--- config.mk ---
export PLATFORM = sky130hd
export DESIGN_NAME = load_store_unit
export DESIGN_NICKNAME = d
export VERILOG_FILES = /design/src/rtl/lsu_pkg.sv /design/src/rtl/lsu_lane_align.sv /design/src/rtl/load_store_unit.sv
export SDC_FILE = /design/constraint.sdc
export NUM_CORES = 1
export LEC_CHECK = 0
export CELL_PAD_IN_SITES_DETAIL_PLACEMENT = 0
export CELL_PAD_IN_SITES_GLOBAL_PLACEMENT = 1
export CORE_MARGIN = 2
export CORE_UTILIZATION = 39
export CTS_CLUSTER_SIZE = 10
export DETAILED_ROUTE_END_ITERATION = 8
export PLACE_DENSITY_LB_ADDON = 0.1
export REMOVE_ABC_BUFFERS = 1
export SLEW_MARGIN = 20
export SYNTH_ARGS = -nofsm -noshare
export SYNTH_HDL_FRONTEND = slang
export SYNTH_SLANG_ARGS = --single-unit
--- constraint.sdc ---
create_clock -name clk -period 3.4 [get_ports clk]
set_input_delay 0.68 -clock clk [delete_from_list [all_inputs] [get_ports clk]]
set_output_delay 0.68 -clock clk [all_outputs]
set_load 0.03 [all_outputs]
--- src/rtl/lsu_pkg.sv ---
// Shared definitions for the load/store unit: RV32I funct3 codes,
// FSM state type and the request legality check.
package lsu_pkg;

  localparam logic [2:0] F3_B  = 3'b000;
  localparam logic [2:0] F3_H  = 3'b001;
  localparam logic [2:0] F3_W  = 3'b010;
  localparam logic [2:0] F3_BU = 3'b100;
  localparam logic [2:0] F3_HU = 3'b101;

  typedef enum logic [1:0] {
    ST_IDLE,
    ST_ACCESS,
    ST_MERGE_WR,
    ST_RESP
  } lsu_state_t;

  // A request is in error when funct3 is illegal for its direction or the
  // address is not naturally aligned for the access size.
  function automatic logic req_is_err(input logic       we,
                                      input logic [2:0] funct3,
                                      input logic [1:0] addr_lo);
    logic err;
    err = 1'b1;
    unique case (funct3)
      F3_B:    err = 1'b0;
      F3_H:    err = addr_lo[0];
      F3_W:    err = (addr_lo != 2'b00);
      F3_BU:   err = we;
      F3_HU:   err = we | addr_lo[0];
      default: err = 1'b1;
    endcase
    return err;
  endfunction

endpackage

--- src/rtl/lsu_lane_align.sv ---
// Combinational lane logic: extracts and extends a load lane from a memory
// word, and builds a store word by replacing one lane with new data.
module lsu_lane_align
  import lsu_pkg::*;
#(
  parameter int unsigned WIDTH = 32
) (
  input  logic [2:0]       i_funct3,
  input  logic [1:0]       i_addr_lo,
  input  logic [WIDTH-1:0] i_word,
  input  logic [WIDTH-1:0] i_wdata,
  output logic [WIDTH-1:0] o_load_data,
  output logic [WIDTH-1:0] o_merge_word
);

  logic [WIDTH-1:0] w_shifted;

  assign w_shifted = i_word >> {i_addr_lo, 3'b000};

  // Load path: right-justify the addressed lane, then sign or zero extend.
  always_comb begin
    o_load_data = '0;
    unique case (i_funct3)
      F3_B:    o_load_data = {{(WIDTH-8){w_shifted[7]}}, w_shifted[7:0]};
      F3_BU:   o_load_data = {{(WIDTH-8){1'b0}}, w_shifted[7:0]};
      F3_H:    o_load_data = {{(WIDTH-16){w_shifted[15]}}, w_shifted[15:0]};
      F3_HU:   o_load_data = {{(WIDTH-16){1'b0}}, w_shifted[15:0]};
      F3_W:    o_load_data = i_word;
      default: o_load_data = '0;
    endcase
  end

  // Store path: keep the captured word and overwrite only the addressed lane.
  always_comb begin
    o_merge_word = i_word;
    unique case (i_funct3)
      F3_B:    o_merge_word[{i_addr_lo, 3'b000} +: 8]        = i_wdata[7:0];
      F3_H:    o_merge_word[{i_addr_lo[1], 4'b0000} +: 16]  = i_wdata[15:0];
      default: o_merge_word = i_word;
    endcase
  end

endmodule

--- src/rtl/load_store_unit.sv ---
// Single-outstanding load/store unit between a core request port and a
// word-addressed data memory with combinational read data. Sub-word stores
// are done as read-modify-write.
module load_store_unit
  import lsu_pkg::*;
#(
  parameter int unsigned WIDTH = 32
) (
  input  logic             clk,
  input  logic             rst_n,
  input  logic             req_valid,
  output logic             req_ready,
  input  logic             req_we,
  input  logic [2:0]       req_funct3,
  input  logic [WIDTH-1:0] req_addr,
  input  logic [WIDTH-1:0] req_wdata,
  output logic             rsp_valid,
  output logic [WIDTH-1:0] rsp_rdata,
  output logic             rsp_err,
  output logic             mem_we,
  output logic [WIDTH-1:0] mem_addr,
  output logic [WIDTH-1:0] mem_wd,
  input  logic [WIDTH-1:0] mem_rd
);

  lsu_state_t       r_state;
  lsu_state_t       w_next;
  logic             r_we;
  logic [2:0]       r_funct3;
  logic [WIDTH-1:0] r_addr;
  logic [WIDTH-1:0] r_wdata;
  logic [WIDTH-1:0] r_merge;
  logic [WIDTH-1:0] r_rdata;
  logic             r_err;

  logic             w_accept;
  logic             w_req_err;
  logic             w_is_sw;
  logic [WIDTH-1:0] w_align_word;
  logic [WIDTH-1:0] w_load_data;
  logic [WIDTH-1:0] w_merge_word;
  logic [WIDTH-1:0] w_word_addr;

  assign w_accept    = req_valid && (r_state == ST_IDLE);
  assign w_req_err   = req_is_err(req_we, req_funct3, req_addr[1:0]);
  assign w_is_sw     = r_we && (r_funct3 == F3_W);
  assign w_word_addr = {r_addr[WIDTH-1:2], 2'b00};

  // One aligner serves both phases: live memory data while reading, the
  // captured word while writing back the merge.
  assign w_align_word = (r_state == ST_MERGE_WR) ? r_merge : mem_rd;

  lsu_lane_align #(
    .WIDTH (WIDTH)
  ) u_lane_align (
    .i_funct3     (r_funct3),
    .i_addr_lo    (r_addr[1:0]),
    .i_word       (w_align_word),
    .i_wdata      (r_wdata),
    .o_load_data  (w_load_data),
    .o_merge_word (w_merge_word)
  );

  // State register; reset returns to IDLE, which drops mem_we at once.
  always_ff @(posedge clk or negedge rst_n) begin
    if (!rst_n) r_state <= ST_IDLE;
    else        r_state <= w_next;
  end

  // Next-state and Moore outputs; memory port is quiet outside ACCESS/MERGE_WR.
  always_comb begin
    w_next    = r_state;
    req_ready = 1'b0;
    rsp_valid = 1'b0;
    rsp_rdata = '0;
    rsp_err   = 1'b0;
    mem_we    = 1'b0;
    mem_addr  = '0;
    mem_wd    = '0;
    unique case (r_state)
      ST_IDLE: begin
        req_ready = 1'b1;
        if (req_valid) w_next = w_req_err ? ST_RESP : ST_ACCESS;
      end
      ST_ACCESS: begin
        mem_addr = w_word_addr;
        if (w_is_sw) begin
          mem_we = 1'b1;
          mem_wd = r_wdata;
          w_next = ST_RESP;
        end else if (r_we) begin
          w_next = ST_MERGE_WR;
        end else begin
          w_next = ST_RESP;
        end
      end
      ST_MERGE_WR: begin
        mem_addr = w_word_addr;
        mem_we   = 1'b1;
        mem_wd   = w_merge_word;
        w_next   = ST_RESP;
      end
      ST_RESP: begin
        rsp_valid = 1'b1;
        rsp_rdata = r_rdata;
        rsp_err   = r_err;
        w_next    = ST_IDLE;
      end
      default: w_next = ST_IDLE;
    endcase
  end

  // Request latch at acceptance, then load result or merge word in ACCESS.
  always_ff @(posedge clk or negedge rst_n) begin
    if (!rst_n) begin
      r_we     <= 1'b0;
      r_funct3 <= '0;
      r_addr   <= '0;
      r_wdata  <= '0;
      r_merge  <= '0;
      r_rdata  <= '0;
      r_err    <= 1'b0;
    end else begin
      if (w_accept) begin
        r_we     <= req_we;
        r_funct3 <= req_funct3;
        r_addr   <= req_addr;
        r_wdata  <= req_wdata;
        r_err    <= w_req_err;
        r_rdata  <= '0;
      end
      if (r_state == ST_ACCESS) begin
        if (!r_we) r_rdata <= w_load_data;
        else       r_merge <= mem_rd;
      end
    end
  end

endmodule

==> results.txt <==
----------------------------------------------------
[Setup path]
  Critical Setup Path Class ... reg2out
  CP startpoint kind ... flop
  Maximum fanout along the worst path ... 8
  WP data arrival ... 2.61 ns
  Kind of capture point of the worst setup path ... primary output
  CP Data Required Time ... 2.72 ns
  Worst R2R End ... r_rdata[31]
  Number of buffer and inverter stages on the critical path ... 2
  Reg2reg setup slack ... 0.89 ns
  Slowest stage delay, CP ... 0.43 ns
  List of cells traversed by the critical path ... inv_1 > ha_2 > and4bb_2 > a32oi_1 > a311oi_1 > a21o_1 > buf_12
  Slowest stage cell, crit path ... dfrtp_2
  Top cell family by delay on the critical path ... compound AO/OA/AOI/OAI gates
  Depth of the most critical reg-to-reg path ... 9
  Worst flop-to-flop path startpoint ... r_state[0]

[Timing]
  Final number of hold-violating endpoints ... 0
  Number of endpoints failing setup at the final stage ... 0
  Max Fclk ... 0.304 GHz
  RSZ-0062 raised after global routing ... no
  Tightest slew margin relative to the limit ... 40.8%
  TNS Setup ... 0 ns
  Max-slew violation count ... 0
  Post-Route Skew ... 0.0129 ns
  Final critical-path share of the clock period ... 96.8%
  Worst path setup slack after routing ... 0.108 ns
  Actual slew at the worst max-slew pin ... 0.888 ns
  Worst Hold Margin ... 0.247 ns
  Time the final worst path needs with I/O delays and setup ... 3.29 ns

[Clock tree]
  CTS tree ... built
  Clock sink total ... 135
  Insertion delay to the later sink of the worst-skew pair ... 0.42 ns
  Number of buffers inserted for hold repair after clock tree synthesis ... 0
  Buffer levels on the longest clock path ... 2
  Clock transition time at the flip-flop clock pins of the worst setup and hold paths ... 0.07 ns
  Buffer cell driving the clock tree root ... clkbuf_16
  Max H-tree Level ... 4
  Number of buffers inserted during clock tree synthesis ... 17

[Synth]
  Syn Inst Count ... 789
  YS warnings ... 0
  Most used flip-flop cell after synthesis ... dfrtp_1
  Number of different library cells in the post-synthesis netlist ... 57
  Number of synthesized flops with an enable pin ... 0
  Synth Register Bits ... 135
  Average instance area after synthesis ... 10.5 µm²
  Async set or reset register ratio after synthesis ... 100%
  Post-synthesis sequential area ratio ... 40.7%
  Cell area after technology mapping ... 8310 µm²

[Power]
  Power Dens Cells ... 1060 nW/µm²
  Peak supply drop ... 0.688 mV
  Reported leakage power ... 4.81 nW
  Overall power ... 12.5 mW

[Global route]
  Via count of the first global-routing pass ... 7489
  Overall overflow remaining after global route ... 0
  Initial antenna violation count ... 0
  Global routing usage summed across all routing layers ... 25.1%
  Pin count of the biggest net entering global routing ... 71
  Wire length of the first global-routing pass ... 43.7 mm

[Placement]
  Post-placement cell count ... 1239
  Post-placement setup slack ... 0.243 ns
  Number of port buffers ... 200
  DP HPWL ... 20.1 mm
  RePlAce Congestion ... 0.917

[Detailed routing]
  Final wirelength ... 27.7 mm
  Via-to-Cell Ratio ... 5.71
  DRC Markers ... 0
  Wire per inst ... 21.7 µm
  Number of vias in the routed layout ... 7305
  DR iter-0 viols ... 511
  First-pass iteration count of the detailed router ... 5
  Final ANT Viol Nets ... 0

[Min path]
  Worst min path class ... in2async

[Finish]
  Relative area change from synthesis to final layout ... 41.5%
  Antenna diodes ... 0
  Share of post-route cells with drive strength above 1 ... 27.3%
  Final net count ... 1103
  Number of standard cells in the layout, taps in and fillers out ... 1279

[Die]
  Number of placed I/O pins ... 203
  Initial core utilization ... 39.7%
  Row Count ... 53
  Placeable core region ... 21000 µm²
  Die area ... 22500 µm²
  Horizontal die dimension ... 150 µm
  Die outline height ... 150 µm

[Status]
  Run status ... finished clean

[Flow run]
  Max_cap viols ... 0

----------------------------------------------------
## state kept, by name (all words and copies together) (netlist names)
register / count
r_merge: 32
r_addr: 32
r_wdata: 32
r_state: 2
r_err: 1
r_we: 1
r_funct3: 3
r_rdata: 32
## stage by stage
stage          cell area, µm²  utilization (%)
5_1_grt                 11800             56.1
6_report                11800             56.1
2_1_floorplan            7970                -
3_5_place_dp            11000             52.3
4_1_cts                 11600             55.4
3_3_place_gp            10900             52.3
## how the worst max path moves through the flow
| stage | slack (ns) | cells past startpoint | to | from |
|---|---|---|---|---|
| final | 0.11 | 7 | mem_wd[22] | r_addr[0] |
| after global routing | 0.01 | 7 | mem_wd[18] | r_addr[0] |
| after CTS | 0.002 | 8 | mem_wd[28] | r_addr[0] |
| after detailed placement | 0.24 | 7 | mem_wd[11] | mem_rd[11] |
| after global placement | 0.27 | 7 | mem_wd[11] | mem_rd[11] |
| after floorplan | -1.17 | 4 | mem_wd[10] | r_state[0] |
## timing repair
item | in CTS | in global routing
setup buffers | 2 | 6
setup endpoints to repair | 20 | 28
endpoints found under the hold margin | 0 | 0
pin swaps | 1 | 1
resized for setup | 8 | 25
## placed cells by master, fill, tap and decap left out, types with 6 or more instances in the layout
| cell | Yosys | final |
|---|---|---|
| buf_12 | 0 | 33 |
| buf_4 | 6 | 48 |
| mux2i_1 | 54 | 49 |
| nand3_1 | 25 | 25 |
| o22ai_1 | 23 | 23 |
| dfrtp_1 | 135 | 134 |
| a221oi_1 | 16 | 12 |
| clkdlybuf4s50_1 | 0 | 166 |
| o211ai_1 | 12 | 12 |
| inv_1 | 11 | 10 |
| nand2b_1 | 6 | 6 |
| a32oi_1 | 8 | 8 |
| and2_1 | 67 | 66 |
| a22oi_1 | 8 | 8 |
| clkbuf_16 | 0 | 17 |
| mux4_2 | 12 | 12 |
| o2111ai_1 | 8 | 8 |
| o31ai_1 | 9 | 9 |
| mux2_2 | 109 | 109 |
| o221ai_1 | 9 | 9 |
| nor2_1 | 37 | 36 |
| nand2_1 | 54 | 53 |
| o21ai_0 | 36 | 33 |
| a21oi_1 | 15 | 11 |
| ha_1 | 9 | 6 |
## where the power goes
part / total (mW) / internal (mW) / leakage (nW) / switching, mW
clock: 1.91 / 1.12 / 0.294 / 0.791
combinational: 7.55 / 3.48 / 2.87 / 4.07
sequential: 3.05 / 2.34 / 1.64 / 0.710
## cells in the mapped netlist (all sizes together), types with 2 or more instances
library cell | number | area (µm²)
o2111ai | 8 | 70.1
o21ai | 38 | 190
ha | 9 | 113
mux2 | 109 | 1230
nand3 | 25 | 125
a22o | 4 | 35.0
nor4b | 2 | 17.5
clkbuf | 29 | 109
a2111oi | 7 | 61.3
o22ai | 23 | 144
a311oi | 4 | 35.0
nor3 | 4 | 25.0
nor2 | 38 | 150
dfrtp | 135 | 3380
a21o | 4 | 30.0
nor4 | 3 | 25.0
and2 | 67 | 419
buf | 38 | 233
o211ai | 12 | 90.1
inv | 12 | 45.0
mux4 | 12 | 270
nand4bb | 2 | 22.5
a211oi | 3 | 22.5
nand4b | 2 | 17.5
a32oi | 8 | 70.1
or2 | 3 | 18.8
a22oi | 8 | 60.1
nand2b | 6 | 37.5
o31a | 3 | 26.3
o221ai | 9 | 78.8
a21oi | 15 | 75.1
clkinv | 2 | 7.51
mux2i | 54 | 541
a221oi | 16 | 140
nand2 | 54 | 203
nor2b | 2 | 12.5
o31ai | 9 | 67.6
## cells by family (layout without fill, tap and decap cells)
logic type	Yosys count	count (layout)	synth area share (%)
and+or+nand+nor	213	213	13.7
AOI/OAI and AO/OA	175	175	15.0
muxes	175	175	24.5
DFF	135	135	40.7
buffers and inverters	81	295	4.74
adders and majority gates	9	9	1.36
other	1	2	0.0451
## routing by layer
metal  track usage (%)  wire length [µm]  up-vias
li1                  -                 -     3341
met1              35.7             12700     3626
met2              38.9             12700      308
met3              5.00              1930       30
met4              6.84               329        0
met5                 0                 0        -
## worst reg2reg max path: stages (launching register included)
cell,delay [ns]
dfrtp_1,0.41
inv_2,0.12
ha_4,0.25
buf_6,0.20
mux2i_1,0.45
buf_4,0.22
nor3_1,0.07
o311ai_4,0.22
buf_4,0.27
o2111ai_1,0.16
## cell type report
| type | count | area (µm²) |
|---|---|---|
| Clock buffer | 18 | 439 |
| Clock inverter | 14 | 163 |
| Fill cell | 1834 | 9200 |
| Inverter | 14 | 56.3 |
| Multi-Input combinational cell | 574 | 4670 |
| Sequential cell | 135 | 3380 |
| Tap cell | 275 | 344 |
| Timing Repair Buffer | 249 | 2700 |
No activity file was read; power rests on OpenSTA's default activity.
